$ cat src/rtl/raytracer_pkg.sv
// Shared types for the raytracer output path: fragment field layout, pixel type,
// packer FSM states and the tagged video beat carried through the pixel FIFO.
package raytracer_pkg;

    localparam int unsigned FRAG_R_MSB = 23;
    localparam int unsigned FRAG_R_LSB = 16;
    localparam int unsigned FRAG_G_MSB = 15;
    localparam int unsigned FRAG_G_LSB = 8;
    localparam int unsigned FRAG_B_MSB = 7;
    localparam int unsigned FRAG_B_LSB = 0;

    typedef logic [23:0] rgb24;

    typedef enum logic [1:0] {
        PK_IDLE   = 2'd0,
        PK_STREAM = 2'd1,
        PK_DRAIN  = 2'd2
    } packer_state_e;

    typedef struct packed {
        logic tuser;
        logic tlast;
        rgb24 rgb;
    } vid_beat_t;

    // The top byte of a fragment is padding and is dropped here.
    function automatic rgb24 frag_to_rgb(input logic [31:0] frag);
        return {frag[FRAG_R_MSB:FRAG_R_LSB], frag[FRAG_G_MSB:FRAG_G_LSB], frag[FRAG_B_MSB:FRAG_B_LSB]};
    endfunction

endpackage

$ cat src/rtl/axis_fifo_sync.sv
// Synchronous first-word-fall-through FIFO; head entry is visible on m_data
// while m_valid is high. DEPTH must be a power of two, at least 2.
module axis_fifo_sync #(
    parameter int unsigned WIDTH = 26,
    parameter int unsigned DEPTH = 16
) (
    input  logic             clk,
    input  logic             rst_n,
    input  logic             s_valid,
    input  logic [WIDTH-1:0] s_data,
    output logic             full,
    output logic             m_valid,
    input  logic             m_ready,
    output logic [WIDTH-1:0] m_data,
    output logic             empty
);

    localparam int unsigned AW = $clog2(DEPTH);

    logic [WIDTH-1:0] mem_q [DEPTH];
    logic [AW:0]      wr_ptr_q;
    logic [AW:0]      rd_ptr_q;
    logic             push;
    logic             pop;

    // Extra pointer MSB distinguishes full from empty when the indices match.
    assign empty   = (wr_ptr_q == rd_ptr_q);
    assign full    = (wr_ptr_q[AW] != rd_ptr_q[AW]) && (wr_ptr_q[AW-1:0] == rd_ptr_q[AW-1:0]);
    assign m_valid = !empty;
    assign m_data  = empty ? '0 : mem_q[rd_ptr_q[AW-1:0]];
    assign push    = s_valid && !full;
    assign pop     = m_valid && m_ready;

    always_ff @(posedge clk or negedge rst_n) begin
        if (!rst_n) begin
            wr_ptr_q <= '0;
            rd_ptr_q <= '0;
        end else begin
            if (push) wr_ptr_q <= wr_ptr_q + (AW+1)'(1);
            if (pop)  rd_ptr_q <= rd_ptr_q + (AW+1)'(1);
        end
    end

    always_ff @(posedge clk) begin
        if (push) mem_q[wr_ptr_q[AW-1:0]] <= s_data;
    end

endmodule

$ cat src/rtl/fragment_video_packer.sv
// Repacks the 32-bit fragment stream into 24-bit AXI4-Stream video (TUSER=SOF,
// TLAST=EOL) through a pixel FIFO. Framing checks enabled by PACKER_FRAME_CHECK_EN.
module fragment_video_packer
    import raytracer_pkg::*;
#(
    parameter int unsigned FIFO_DEPTH = 16,
    parameter int unsigned DIM_W      = 16
) (
    input  logic             aclk,
    input  logic             resetn,
    input  logic [DIM_W-1:0] cfg_image_width,
    input  logic [DIM_W-1:0] cfg_image_height,
    input  logic             s_axis_tvalid,
    output logic             s_axis_tready,
    input  logic [31:0]      s_axis_tdata,
    input  logic             s_axis_tlast,
    output logic             m_axis_tvalid,
    input  logic             m_axis_tready,
    output logic [23:0]      m_axis_tdata,
    output logic             m_axis_tuser,
    output logic             m_axis_tlast,
    output logic             busy,
    output logic             frame_err
);

    packer_state_e    state_q;
    logic             run_q;
    logic [DIM_W-1:0] width_q;
    logic [DIM_W-1:0] col_q;
    logic             fifo_full;
    logic             fifo_empty;
    logic             take_ok;
    logic             accept;
    logic             first_beat;
    logic [DIM_W-1:0] eff_width;
    logic [DIM_W-1:0] eff_col;
    logic             col_last;
    logic             beat_tlast;
    logic             frame_end;
    vid_beat_t        wr_beat;
    vid_beat_t        rd_beat;

    // The first beat of a frame is tagged using the live cfg values, since the
    // latch into width_q/height_q happens on that same edge.
    assign first_beat = (state_q == PK_IDLE);
    assign eff_width  = first_beat ? cfg_image_width : width_q;
    assign eff_col    = first_beat ? '0 : col_q;
    assign col_last   = (eff_col == eff_width - DIM_W'(1));

`ifdef PACKER_FRAME_CHECK_EN
    logic [DIM_W-1:0] height_q;
    logic [DIM_W-1:0] row_q;
    logic             frame_err_q;
    logic [DIM_W-1:0] eff_height;
    logic [DIM_W-1:0] eff_row;
    logic             frame_full;

    assign eff_height = first_beat ? cfg_image_height : height_q;
    assign eff_row    = first_beat ? '0 : row_q;
    assign frame_full = col_last && (eff_row == eff_height - DIM_W'(1));
    assign beat_tlast = col_last || s_axis_tlast;
    assign frame_end  = s_axis_tlast || frame_full;
    assign frame_err  = frame_err_q;
`else
    assign beat_tlast = col_last;
    assign frame_end  = s_axis_tlast;
    assign frame_err  = 1'b0;
`endif

    always_comb begin
        take_ok = 1'b0;
        case (state_q)
            PK_IDLE:   take_ok = run_q && (|cfg_image_width) && (|cfg_image_height) && !fifo_full;
            PK_STREAM: take_ok = !fifo_full;
            default:   take_ok = 1'b0;
        endcase
    end

    assign s_axis_tready = take_ok;
    assign accept        = s_axis_tvalid && take_ok;
    assign wr_beat       = '{tuser: first_beat, tlast: beat_tlast, rgb: frag_to_rgb(s_axis_tdata)};

    always_ff @(posedge aclk or negedge resetn) begin
        if (!resetn) begin
            state_q     <= PK_IDLE;
            run_q       <= 1'b0;
            width_q     <= '0;
            col_q       <= '0;
`ifdef PACKER_FRAME_CHECK_EN
            height_q    <= '0;
            row_q       <= '0;
            frame_err_q <= 1'b0;
`endif
        end else begin
            run_q <= 1'b1;
            if (accept) begin
                if (first_beat) width_q <= cfg_image_width;
                col_q   <= col_last ? '0 : eff_col + DIM_W'(1);
                state_q <= frame_end ? PK_DRAIN : PK_STREAM;
`ifdef PACKER_FRAME_CHECK_EN
                if (first_beat) height_q <= cfg_image_height;
                row_q <= col_last ? eff_row + DIM_W'(1) : eff_row;
                if (s_axis_tlast != frame_full) frame_err_q <= 1'b1;
`endif
            end else if (state_q == PK_DRAIN && fifo_empty) begin
                state_q <= PK_IDLE;
            end
        end
    end

    axis_fifo_sync #(
        .WIDTH ($bits(vid_beat_t)),
        .DEPTH (FIFO_DEPTH)
    ) u_fifo (
        .clk     (aclk),
        .rst_n   (resetn),
        .s_valid (accept),
        .s_data  (wr_beat),
        .full    (fifo_full),
        .m_valid (m_axis_tvalid),
        .m_ready (m_axis_tready),
        .m_data  (rd_beat),
        .empty   (fifo_empty)
    );

    assign m_axis_tdata = rd_beat.rgb;
    assign m_axis_tuser = rd_beat.tuser;
    assign m_axis_tlast = rd_beat.tlast;
    assign busy         = (state_q != PK_IDLE) || !fifo_empty;

endmodule

$ cat config.mk
export PLATFORM = sky130hd
export DESIGN_NAME = fragment_video_packer
export DESIGN_NICKNAME = d
export VERILOG_FILES = /design/src/rtl/raytracer_pkg.sv /design/src/rtl/axis_fifo_sync.sv /design/src/rtl/fragment_video_packer.sv
export SDC_FILE = /design/constraint.sdc
export NUM_CORES = 1
export LEC_CHECK = 0
export CAP_MARGIN = 25
export CORE_MARGIN = 3
export CORE_UTILIZATION = 51
export DETAILED_ROUTE_END_ITERATION = 12
export PLACE_DENSITY = 0.69
export SLEW_MARGIN = 15
export SYNTH_ARGS = -nofsm -noshare
export SYNTH_HDL_FRONTEND = slang
export SYNTH_SLANG_ARGS = --single-unit
$ cat constraint.sdc
create_clock -name aclk -period 7.9 [get_ports aclk]
set_input_delay 1.185 -clock aclk [delete_from_list [all_inputs] [get_ports aclk]]
set_output_delay 1.185 -clock aclk [all_outputs]
set_load 0.01 [all_outputs]
**Word-level counts from Yosys, hierarchy flattened**

Memory sizes are Yosys's and may differ from the RTL's.
Cells that the tools add are included.

- Bits in registers: 45
- Latch bits: 0
- Bits in writable memories: 416
- ROM bits: 0
- Bits of input ports: 69
- Output and inout port bits: 30
- Logic and storage cells: 43
- Memories: 1

- Add/subtract/negate cells: 4
- Multipliers: 0
- Divide/modulo/power cells: 0
- Magnitude comparators: 0
- Equality and inequality tests: 6
- Shift-type cells: 0
- Multiplexer cells: 10
- Bitwise operators: 0
- Reduce and logical (&&, ||, !) cells: 16

Memory list:

| memory | words | width | read ports | clocked after Yosys merged registers in | write ports | line | text |
|---|---|---|---|---|---|---|---|
| u_fifo.mem_q | 16 | 26 | 1 | 0 | 1 | axis_fifo_sync.sv:20 | `logic [WIDTH-1:0] mem_q [DEPTH];` |

Operator list:

| kind | count |
|---|---|
| 16-bit 2-to-1 mux | 3 |
| 16-bit OR reduction | 2 |
| 26-bit 2-to-1 mux | 1 |
| 16-bit by 1-bit adder with 16-bit output (second input constant) | 1 |
| 16-bit == test | 1 |
| 16-bit by 1-bit subtractor with 16-bit output (second input constant) | 1 |
| 5-bit by 1-bit adder with 5-bit output (second input constant) | 2 |
| 1-bit logical AND | 8 |
| 2-bit 2-to-1 mux | 3 |
| 5-bit == test | 1 |
| 4-bit == test | 1 |
| 2-bit nonzero test | 2 |
| 2-bit by 1-bit == test with 1-bit output (second input constant) | 1 |
| 2-bit == test (second input constant) | 1 |
| 1-bit logical NOT | 2 |
| 2-bit logical NOT | 1 |
| 1-bit 2-to-1 mux | 2 |
| 1-bit case mux with 2 select lines | 1 |
| 1-bit logical OR | 1 |
| 1-bit inequality test | 1 |

**Depth between registers and ports, before layout**

Gate-level depths: netlist of run 1.

- Depth after elaboration: 9
- Gate-level depth with buffers: 17

**By module**

From an unflattened synthesis of run 1, not the netlist that was laid out.

- Cells, all modules: 1,060
- Area, all modules: 19,249.7 µm²

Modules (own cells, without submodules):

| module | times used | cells each | area an instance (µm²) | sequential area each (µm²) |
|---|---|---|---|---|
| axis_fifo_sync | 1 | 711 | 16,353.2 | 12,742.2 |
| fragment_video_packer | 1 | 349 | 2,896.5 | 875.8 |

**Least setup slack after synthesis of run 1**

No wires, ideal clock.

- Kind: input to register
- Start point: input cfg_image_width[3]
- End point: memory u_fifo.mem_q[0][0] (enable)
- Data arrival time: 4.461 ns
- Required time: 7.458 ns
- Setup slack: 2.997 ns
- Stages: 9
- Buffers on the path: 1
- Path through: or4_1 > nor4_1 > nand4_1 > a31oi_1 > a211oi_1 > and2_0 > clkbuf_1 > nand2_1 > nor3_1

- Longest elaborated chain between the ends: 9

Ends and longest elaborated chain:

| item | line | text |
|---|---|---|
| start: declaration | fragment_video_packer.sv:11 | `input logic [DIM_W-1:0] cfg_image_width,` |
| 16-bit OR reduction | fragment_video_packer.sv:73 | `PK_IDLE: take_ok = run_q && (\|cfg_image_width) && (\|cfg_image_height) && !fifo_full;` |
| 1-bit logical AND (3 in series) | fragment_video_packer.sv:73 |  |
| 1-bit case mux with 2 select lines | fragment_video_packer.sv:72 | `case (state_q)` |
| named net s_axis_tready | fragment_video_packer.sv:14 | `output logic s_axis_tready,` |
| 1-bit logical AND | fragment_video_packer.sv:80 | `assign accept = s_axis_tvalid && take_ok;` |
| 1-bit logical AND | axis_fifo_sync.sv:31 | `assign push = s_valid && !full;` |
| 1-bit 2-to-1 mux | axis_fifo_sync.sv:45 | `if (push) mem_q[wr_ptr_q[AW-1:0]] <= s_data;` |
| 1-bit 2-to-1 mux (not written as such) | axis_fifo_sync.sv:45 |  |
| end: declaration | axis_fifo_sync.sv:20 |  |

The timed path passes the listed nets, and every way through them passes these cells.

**Worst setup path after layout of run 1**

- Start point: register u_fifo.rd_ptr_q[1]
- End point: output m_axis_tlast

- Longest elaborated chain between the ends: 2
- Elaborated cells between the ends (all ways): 3
- Those cells by class: eq/ne: 1; mux: 1; memory: 1

Ends and longest elaborated chain:

| item | line | text |
|---|---|---|
| start: declaration | axis_fifo_sync.sv:22 | `logic [AW:0] rd_ptr_q;` |
| start signal: assignment | axis_fifo_sync.sv:40 | `if (pop) rd_ptr_q <= rd_ptr_q + (AW+1)'(1);` |
| memory read 16 x 26 bit / 5-bit == test (equally long branches) | - |  |
| 26-bit 2-to-1 mux * | axis_fifo_sync.sv:30 | `assign m_data = empty ? '0 : mem_q[rd_ptr_q[AW-1:0]];` |
| end: declaration | fragment_video_packer.sv:21 | `output logic m_axis_tlast,` |

Mark *: on every way between the ends. The rest lies on a longest branch, timed or not.

==> results of run 1 <==
## critical path, stage by stage, from the launching register on
cell and delay (ns):
dfrtp_4 0.80, buf_4 0.56, buf_12 0.31, mux4_2 0.37
mux4_2 0.52, nor2b_1 0.17, clkdlybuf4s50_1 0.49
## where the power goes
group	internal, mW	total, mW	switching (mW)
combinational	1.36	2.49	1.14
clock	1.30	2.17	0.871
sequential	2.83	3.07	0.248
total	5.48	7.74	2.26
## layer usage
layer,GRT usage [%],share of wire (%)
met1,30.2,42
met2,32.7,49
met3,3.96,7.0
met4,4.45,1.5
met5,0,0.044
## kinds of logic after synthesis
logic type	after synthesis	share of synthesized area [%]
AND/OR/NAND/NOR	189	5.43
buffers and inverters	67	1.45
adder cells (fa/ha/maj)	7	0.461
flip-flops	461	71.7
multiplexers	149	16.5
other	2	0.0395
AO/OA/AOI/OAI	82	2.75
XOR/XNOR	36	1.66
## registers in the layout, indices dropped and copies added (netlist names)
name / count
u_fifo.mem_q: 416
u_fifo.rd_ptr_q: 5
width_q: 16
u_fifo.wr_ptr_q: 5
state_q: 2
run_q: 1
col_q: 16
## worst max path at each step
stage / from / to
global route: state_q[0]$_DFFE_PN0P_ / col_q[6]$_DFFE_PN0N_
global placement: cfg_image_width[1] / col_q[6]$_DFFE_PN0N_
floorplan: cfg_image_width[3] / u_fifo.mem_q[0][0]$_DFFE_PP_
finish: u_fifo.rd_ptr_q[1]$_DFFE_PN0P_ / m_axis_tlast
CTS: u_fifo.rd_ptr_q[3]$_DFFE_PN0P_ / m_axis_tvalid
detailed placement: cfg_image_width[1] / col_q[6]$_DFFE_PN0N_
## placed cells by master, fill, tap and decap left out, types with 4 or more instances in the layout
cell	netlist	final
or2_2	4	4
clkinv_1	0	8
xnor2_1	24	24
buf_4	3	9
mux2_2	15	15
o22ai_1	5	5
bufinv_16	0	5
nor3_2	0	4
buf_16	0	9
clkdlybuf4s50_1	0	88
dfrtp_1	45	41
clkbuf_1	31	17
xor2_1	12	12
or3_1	9	9
ha_1	7	7
nor2_1	31	18
clkbuf_16	0	48
o21ai_1	11	11
a31oi_1	4	4
nor2_4	0	13
nand2b_1	4	4
nand3_1	12	12
edfxtp_1	416	416
nor4_1	13	13
buf_12	0	6
nor3_1	19	15
a21oi_1	15	15
inv_1	13	13
o21ai_0	19	19
a22oi_1	7	7
nor2b_1	31	31
mux4_2	130	130
nand4_1	7	7
nand2_1	39	39
## layout make-up
cell class | instances | area [µm²] | area share, %
Clock buffer | 67 | 1290 | 5.78
Clock inverter | 19 | 228 | 1.02
Inverter | 14 | 52.6 | 0.235
Multi-Input combinational cell | 465 | 5220 | 23.4
Sequential cell | 461 | 13600 | 61.0
Tap cell | 468 | 586 | 2.62
Timing Repair Buffer | 114 | 1340 | 5.98
## per-stage QoR
step | hold slack, ns | total power [mW]
after floorplan | 0.450 | 4.76
after global placement | 0.476 | 5.59
after detailed placement | 0.484 | 5.63
after CTS | 0.499 | 7.81
after global routing | 0.523 | 8.14
final | 0.497 | 7.74
==> flow_summary_export.csv, run 1 <==
group,metric,value,unit
hold_path,hold_depth,1,
synth,synth_edf_count,416,
synth,syn_inst,993,
drt,avgViaCountPerCell,6.03,
timing,min_period_over_period,63.7,%
clock_tree,cts_tree,"built",
clock_tree,cts_buffer_depth,3,
die,num_rows,70,
drt,vias,9704,
cells_and_area,final_cells,1608,
timing,tightest_slew,0.992,ns
hold_path,min_to,"u_fifo.wr_ptr_q[4]$_DFFE_PN0P_",
cells_and_area,fin_nets,1179,
drt,drt_iter0_markers,896,
cells_and_area,area_delta_synth_final,17.6,%
hold_path,holdCritPathClass,"register to register",
drt,ant_nets,0,
timing,fmax,0.199,GHz
drt,wl,39000,µm
synth,synth-main-ff-cell,"edfxtp_1",
timing,min_period,5.03,ns
synth,ys_types,62,
synth,ys_warn_count,0,
synth,synth.avg_cell_area,19.1,µm²
worst_setup_path,cp-end-kind,"output pin",
timing,max_slew_margin,33.9,%
hold_path,hp-start,"u_fifo.wr_ptr_q[4]$_DFFE_PN0P_",
clock_tree,cts_htree_levels,2,
worst_setup_path,cp-start-kind,"register",
die,io_pins,99,
die,die_h,199,µm
synth,async_flop_share,9.76,%
global_routing,grt_pass1_vias,9939,
synth,synthTopCellsByCount,"edfxtp_1, mux4_2, dfrtp_1, nand2_1",
placement,dp_slack,2.92,ns
clock_tree,clk_pin_slew_worst_paths,0.06,ns
worst_setup_path,r2r-end,"col_q[4]$_DFFE_PN0N_",
synth,synth_nets,1069,
global_routing,grt.total_usage,20.5,%
timing,worst_slack,2.87,ns
pwr,powerDensity,346,nW/µm²
clock_tree,postCtsSetupRepairBufs,0,
timing,finalHoldViolations,0,
worst_setup_path,critical_path_arrival,3.85,ns
timing,slew_viol_final,0,
placement,dp.cells,1519,
cells_and_area,finish.utilization,60.9,%
drt,drt_first_pass_iters,5,
synth,synth.most_common_cell,"edfxtp_1",
timing,grt_setup_unrepaired,"false",
cells_and_area,stdcell_area,22300,µm²
clock_tree,insertion_delay,0.56,ns
die,coreArea,36700,µm²
global_routing,grt_max_degree,96,
synth,yosysTopAreaCell,"edfxtp_1",
pwr,leakage,7.19,nW
synth,ys_seq_elements,461,
die,fp.dieW,199,µm
worst_setup_path,r2r_start,"state_q[0]$_DFFE_PN0P_",
worst_setup_path,regToRegSetupSlack,2.94,ns
placement,hpwl,22200,µm
placement,io_buffers,89,
synth,ys_seq_area_share,71.7,%
drt,post_drt_wl_per_cell,24.2,µm
synth,synthTopCellsByArea,"edfxtp_1, mux4_2, dfrtp_1",
placement,gp_congestion,0.870,
die,start_util,51.8,%
placement,place_area,20800,µm²
flow_run,maxCapViolations,0,
cells_and_area,drive_above_1_share,23.3,%
global_routing,grt_pass1_wl,60500,µm
worst_setup_path,crit_type,"register to output pin",
synth,netlist_area,19000,µm²
global_routing,antenna_found_initial,1,
die,die_area,39600,µm²
clock_tree,numCtsBuffers,47,
outcome,status,"complete, no violations",
clock_tree,ctsResizeCount,0,
clock_tree,clock-sinks,461,
worst_setup_path,crit_fanout,39,
timing,finalSetupTns,0,ns
drt,drcViolationCount,0,
cells_and_area,n_antenna_cell,0,
pwr,ir_drop,0.000334,V
timing,finalSetupViolations,0,
worst_setup_path,required,6.71,ns
timing,skew,0.0163,ns
clock_tree,cts_root_buf,"clkbuf_16",
synth,yosysTopAreaCellShare,65.7,%
clock_tree,cts_hold_buf,0,
worst_setup_path,r2r_cells,14,
global_routing,grt-ovfl-total,0,
cells_and_area,fillers,2529,
Power figures use the tool's default switching activity.
==> run 2, diff against run 1 <==
==> constraint.sdc (replaced) <==
create_clock -name aclk -period 4.9 [get_ports aclk]
set_input_delay 0.735 -clock aclk [delete_from_list [all_inputs] [get_ports aclk]]
set_output_delay 0.735 -clock aclk [all_outputs]
set_load 0.01 [all_outputs]
==> run 2 against run 1 <==
  * Clock skew is 0.0083 ns higher
  * Clock power is 55% higher
  * Non-clock buffer count is 6 higher
  * Register-to-register slack worse by 2.4 ns
  * First-iteration DRC count is 6.7% lower
  * Sequential share of layout area is 0.30 points higher
  * Critical path depth is 7 higher
==> flow_summary_export.csv, run 2 (synthesis gave the netlist of run 1 again) <==
group,metric,value,unit
die,io_pins,99,
timing,grt_setup_unrepaired,"false",
die,start_util,51.8,%
pwr,ir_drop,0.000445,V
drt,met3WireLength,2500,µm
clock_tree,postCtsSetupRepairBufs,0,
die,die_area,39600,µm²
timing,finalHoldViolations,0,
worst_setup_path,r2r_cells,13,
placement,gp_congestion,0.831,
flow_run,maxCapViolations,0,
clock_tree,cts_root_buf,"clkbuf_16",
die,num_rows,70,
clock_tree,cts_hold_buf,0,
pwr,leakage,7.16,nW
worst_setup_path,critical-path-slowest-cell,"dfrtp_1",
drt,top_layer_used,"met5",
global_routing,antenna_found_initial,1,
clock_tree,cts_htree_levels,2,
worst_setup_path,r2r-end,"col_q[6]$_DFFE_PN0N_",
global_routing,grt_pass1_vias,9956,
placement,io_buffers,89,
drt,ant_nets,0,
worst_setup_path,cp-start-kind,"register",
cells_and_area,area_delta_synth_final,17.0,%
worst_setup_path,path_cells,"or2_1, mux2_4, inv_1, ha_1, nor4b_1, a21oi_1, nor3_1, o21ai_0, o32a_1, nor4b_2, nand4_4, nand2_1, o32ai_1",
timing,finalSetupViolations,0,
cells_and_area,largest_register_ff_count,416,
timing,finalSetupTns,0,ns
worst_setup_path,r2r_start,"state_q[0]$_DFFE_PN0P_",
global_routing,grt-ovfl-total,0,
worst_setup_path,crit_type,"register to register",
drt,post_drt_wl_per_cell,24.6,µm
cells_and_area,drive_above_1_share,24.1,%
die,fp.dieW,199,µm
hold_path,holdCritPathClass,"input port to async pin",
drt,drt_iter0_markers,836,
pwr,finalPower,12.3,mW
clock_tree,numCtsBuffers,46,
worst_setup_path,critical_path_arrival,4.79,ns
clock_tree,clock-sinks,461,
drt,wl_met2,19800,µm
placement,hpwl,22700,µm
cells_and_area,final_cell_mix,"edfxtp_1, mux4_2, clkdlybuf4s50_1, clkbuf_16, dfrtp_1",
worst_setup_path,regToRegSetupSlack,0.52,ns
die,die_h,199,µm
timing,min_period_over_period,89.3,%
clock_tree,insertion_delay,0.56,ns
drt,drcViolationCount,0,
global_routing,grt_pass1_wl,60700,µm
pwr,powerDensity,555,nW/µm²
drt,avgViaCountPerCell,6.02,
drt,drt_first_pass_iters,5,
worst_setup_path,cpPeakStageDelay,0.68,ns
outcome,status,"complete, no violations",
cells_and_area,layout_commonest_cell,"edfxtp_1",
die,coreArea,36700,µm²
drt,vias,9711,
worst_setup_path,cp-end-kind,"register",
timing,max_slew_margin,40.7,%
clock_tree,cts_tree,"built",
timing,slew_viol_final,0,
clock_tree,ctsResizeCount,0,
worst_setup_path,required,5.31,ns
drt,wl_met1,16600,µm
global_routing,grt.total_usage,20.6,%
timing,skew,0.0246,ns
clock_tree,cts_buffer_depth,3,
timing,tightest_slew,0.888,ns
global_routing,grt_max_degree,108,
timing,min_period,4.38,ns
clock_tree,clk_pin_slew_worst_paths,0.06,ns
drt,wl,39700,µm
worst_setup_path,crit_fanout,16,
timing,fmax,0.229,GHz
cells_and_area,fin_nets,1184,
[run 2: stage by stage]
| step | std cells | setup slack [ns] | cell area (µm²) | util [%] | hold WS, ns |
|---|---|---|---|---|---|
| after floorplan | 993 | 0.447 | 19000 | - | 0.439 |
| after global placement | 1519 | 0.504 | 20600 | 56.0 | 0.480 |
| after detailed placement | 1528 | 0.407 | 20800 | 56.6 | 0.484 |
| after CTS | 1612 | 0.611 | 22200 | 60.6 | 0.0844 |
| after global routing | 1612 | 0.266 | 22200 | 60.6 | 0.0927 |
| final | 1613 | 0.525 | 22200 | 60.6 | 0.0863 |
[run 2: worst max path at each step]
stage          cells past startpoint  slack [ns]              startpoint                           end
3_3_place_gp                      13        0.50      cfg_image_width[1]         col_q[14]$_DFFE_PN0N_
4_1_cts                           13        0.61  state_q[0]$_DFFE_PN0P_          col_q[6]$_DFFE_PN0N_
3_5_place_dp                      13        0.41      cfg_image_width[1]          col_q[6]$_DFFE_PN0N_
2_1_floorplan                      9        0.45      cfg_image_width[3]  u_fifo.mem_q[0][0]$_DFFE_PP_
6_report                          13        0.52  state_q[0]$_DFFE_PN0P_          col_q[6]$_DFFE_PN0N_
5_1_grt                           13        0.27  state_q[0]$_DFFE_PN0P_          col_q[6]$_DFFE_PN0N_
[run 2: metal layers]
metal / global-route usage [%] / vias up
met5: 0.988 / -
met4: 4.71 / 2
met3: 3.95 / 63
met2: 33.7 / 298
met1: 29.3 / 5061
li1: - / 4287
[run 2: power by group]
part	total [mW]	switching (mW)	internal [mW]
Clock	3.36	1.43	1.93
Combinational	4.17	1.99	2.19
Sequential	4.80	0.246	4.56
Total	12.3	3.66	8.68
[run 2: final cells by class]
type	instances	area, µm²
clock buffer	49	1160
multi-input combinational	465	5220
tap	468	586
antenna	1	2.50
fill	2561	14500
inverter	14	52.6
timing repair buffer	120	1290
sequential	461	13600
clock inverter	35	289
[run 2: critical path, delay by kind of cell (launching register included)]
family / cells / cell delay, ns
multiplexers: 1 / 0.36
adder cells (fa/ha/maj): 1 / 0.23
AO/OA/AOI/OAI: 4 / 0.75
AND/OR/NAND/NOR: 6 / 2.11
flip-flops: 1 / 0.68
buffers and inverters: 1 / 0.08
==> run 3, diff against run 2 <==
--- a/config.mk
+++ b/config.mk
@@ -8,6 +8,7 @@
 export CAP_MARGIN = 25
 export CORE_MARGIN = 3
 export CORE_UTILIZATION = 51
+export CTS_BUF_LIST = sky130_fd_sc_hd__clkbuf_8
 export DETAILED_ROUTE_END_ITERATION = 12
 export PLACE_DENSITY = 0.69
 export SLEW_MARGIN = 15
==> run 3 against run 2 <==
  * Routed wire length increased by 0.76%
  * Worst setup slack got worse by 0.019 ns
  * Cell area decreased by 0.51%
  * Register-to-register slack worse by 0.02 ns
  * Power decreased by 2.7%
  * Cell count rose by 2.6%
  * Clock-buffer cell count is 28 higher
  * Combinational power hardly changed
  * Non-clock buffer count unchanged
  * Clock power down 9.8%
  * Core utilization is 0.31 points lower
  * Critical endpoint unchanged
  * Largest cell class unchanged
  * Largest power group unchanged
==> flow_summary_export.csv, run 3 (synthesis gave the netlist of run 1 again) <==
group,metric,value,unit
outcome,status,"complete, no violations",
die,num_rows,70,
clock_tree,cts_hold_buf,0,
worst_setup_path,cp-end-kind,"register",
timing,finalSetupViolations,0,
clock_tree,cts_root_buf,"clkbuf_8",
worst_setup_path,crit_fanout,16,
pwr,powerDensity,543,nW/µm²
timing,whs,0.0509,ns
timing,slew_viol_final,0,
global_routing,grt_pass1_vias,10200,
cells_and_area,area_delta_synth_final,16.5,%
drt,vias,9829,
die,fp.dieW,199,µm
clock_tree,insertion_delay,0.60,ns
timing,grt_setup_unrepaired,"false",
timing,skew,0.0222,ns
placement,hpwl,22700,µm
drt,drt_first_pass_iters,5,
worst_setup_path,critical_path_arrival,4.84,ns
die,die_area,39600,µm²
clock_tree,cts_buffer_depth,3,
drt,wl,40000,µm
timing,tightest_slew,0.888,ns
global_routing,grt-ovfl-total,0,
timing,finalHoldViolations,0,
global_routing,grt_pass1_wl,61200,µm
timing,finalSetupTns,0,ns
pwr,leakage,7.22,nW
pwr,ir_drop,0.000423,V
die,coreArea,36700,µm²
die,io_pins,99,
clock_tree,cts_tree,"built",
global_routing,grt_max_degree,108,
cells_and_area,fin_nets,1212,
cells_and_area,drive_above_1_share,25.1,%
timing,min_period_over_period,89.7,%
die,start_util,51.8,%
cells_and_area,fillers,2579,
clock_tree,postCtsSetupRepairBufs,0,
drt,post_drt_wl_per_cell,24.2,µm
global_routing,antenna_found_initial,1,
cells_and_area,layout_commonest_cell,"edfxtp_1",
worst_setup_path,required,5.35,ns
timing,fmax,0.228,GHz
drt,ant_nets,0,
worst_setup_path,cp-start-kind,"register",
clock_tree,clk_pin_slew_worst_paths,0.06,ns
die,die_h,199,µm
timing,max_slew_margin,40.7,%
clock_tree,ctsResizeCount,0,
clock_tree,numCtsBuffers,74,
cells_and_area,n_antenna_cell,0,
clock_tree,clock-sinks,461,
worst_setup_path,crit_type,"register to register",
placement,gp_congestion,0.831,
global_routing,grt.total_usage,21.0,%
drt,drcViolationCount,0,
clock_tree,cts_htree_levels,3,
hold_path,holdCritPathClass,"input port to async pin",
cells_and_area,largest_register_ff_count,416,
placement,io_buffers,89,
drt,avgViaCountPerCell,5.94,
drt,drt_iter0_markers,848,
pwr,finalPower,12.0,mW
cells_and_area,final_cell_mix,"edfxtp_1, mux4_2, clkdlybuf4s50_1, clkbuf_8, dfrtp_1",
flow_run,maxCapViolations,0,
timing,min_period,4.39,ns
run 3: changes by cell type in the layout (fill, tap and decap cells not counted), sizes merged:
cell,delta
bufinv,-1
clkbuf,+28
clkinv,-4
clkinvlp,-2
diode,-1
inv,+22
run 3: layer usage:
layer	track usage, %	vias to the layer above	part of all wire (%)
met2	33.7	326	49
li1	-	4352	-
met3	4.37	69	6.1
met4	7.21	2	2.3
met5	0	-	0.033
met1	29.3	5080	42
run 3: layout make-up:
type	instances	area (µm²)	area share (%)
sequential	461	13600	61.6
multi-input combinational	465	5220	23.6
timing repair buffer	120	1290	5.85
clock buffer	77	1060	4.79
tap	468	586	2.65
clock inverter	50	282	1.27
inverter	14	52.6	0.238
run 3: where the power goes:
| part | internal, mW | switching, mW |
|---|---|---|
| Clock | 1.61 | 1.43 |
| Sequential | 4.56 | 0.244 |
| Combinational | 2.19 | 1.99 |
| Total | 8.35 | 3.66 |
run 3: critical path, stage by stage, from the launching register on:
cell and delay, ns:
dfrtp_1 0.68, or2_1 0.28, mux2_4 0.36, inv_1 0.08
ha_1 0.23, nor4b_1 0.26, a21oi_1 0.17, nor3_1 0.49
o21ai_0 0.18, o32a_1 0.23, nor4b_2 0.32, nand4_4 0.31
nand2_1 0.48, o32ai_1 0.18
run 3: worst paths after layout:
path | start | to | slack, ns | cells after the start
worst min register to register | u_fifo.wr_ptr_q[4]$_DFFE_PN0P_ | u_fifo.wr_ptr_q[4]$_DFFE_PN0P_ | 0.49 | 1
worst max register to register | state_q[0]$_DFFE_PN0P_ | col_q[6]$_DFFE_PN0N_ | 0.51 | 13
min in group aclk | u_fifo.wr_ptr_q[4]$_DFFE_PN0P_ | u_fifo.wr_ptr_q[4]$_DFFE_PN0P_ | 0.49 | 1
max in group asynchronous | resetn | u_fifo.rd_ptr_q[0]$_DFFE_PN0P_ | 4.33 | 2
worst min-delay path | resetn | col_q[14]$_DFFE_PN0N_ | 0.05 | 1
worst max-delay path | state_q[0]$_DFFE_PN0P_ | col_q[6]$_DFFE_PN0N_ | 0.51 | 13
run 3: through the flow:
stage	area [µm²]	util (%)	worst slack (ns)	cells
after floorplan	19000	-	0.447	993
after global placement	20600	56.0	0.504	1519
after detailed placement	20800	56.6	0.407	1528
after CTS	22100	60.3	0.607	1655
after global routing	22100	60.3	0.262	1655
final	22100	60.3	0.506	1655
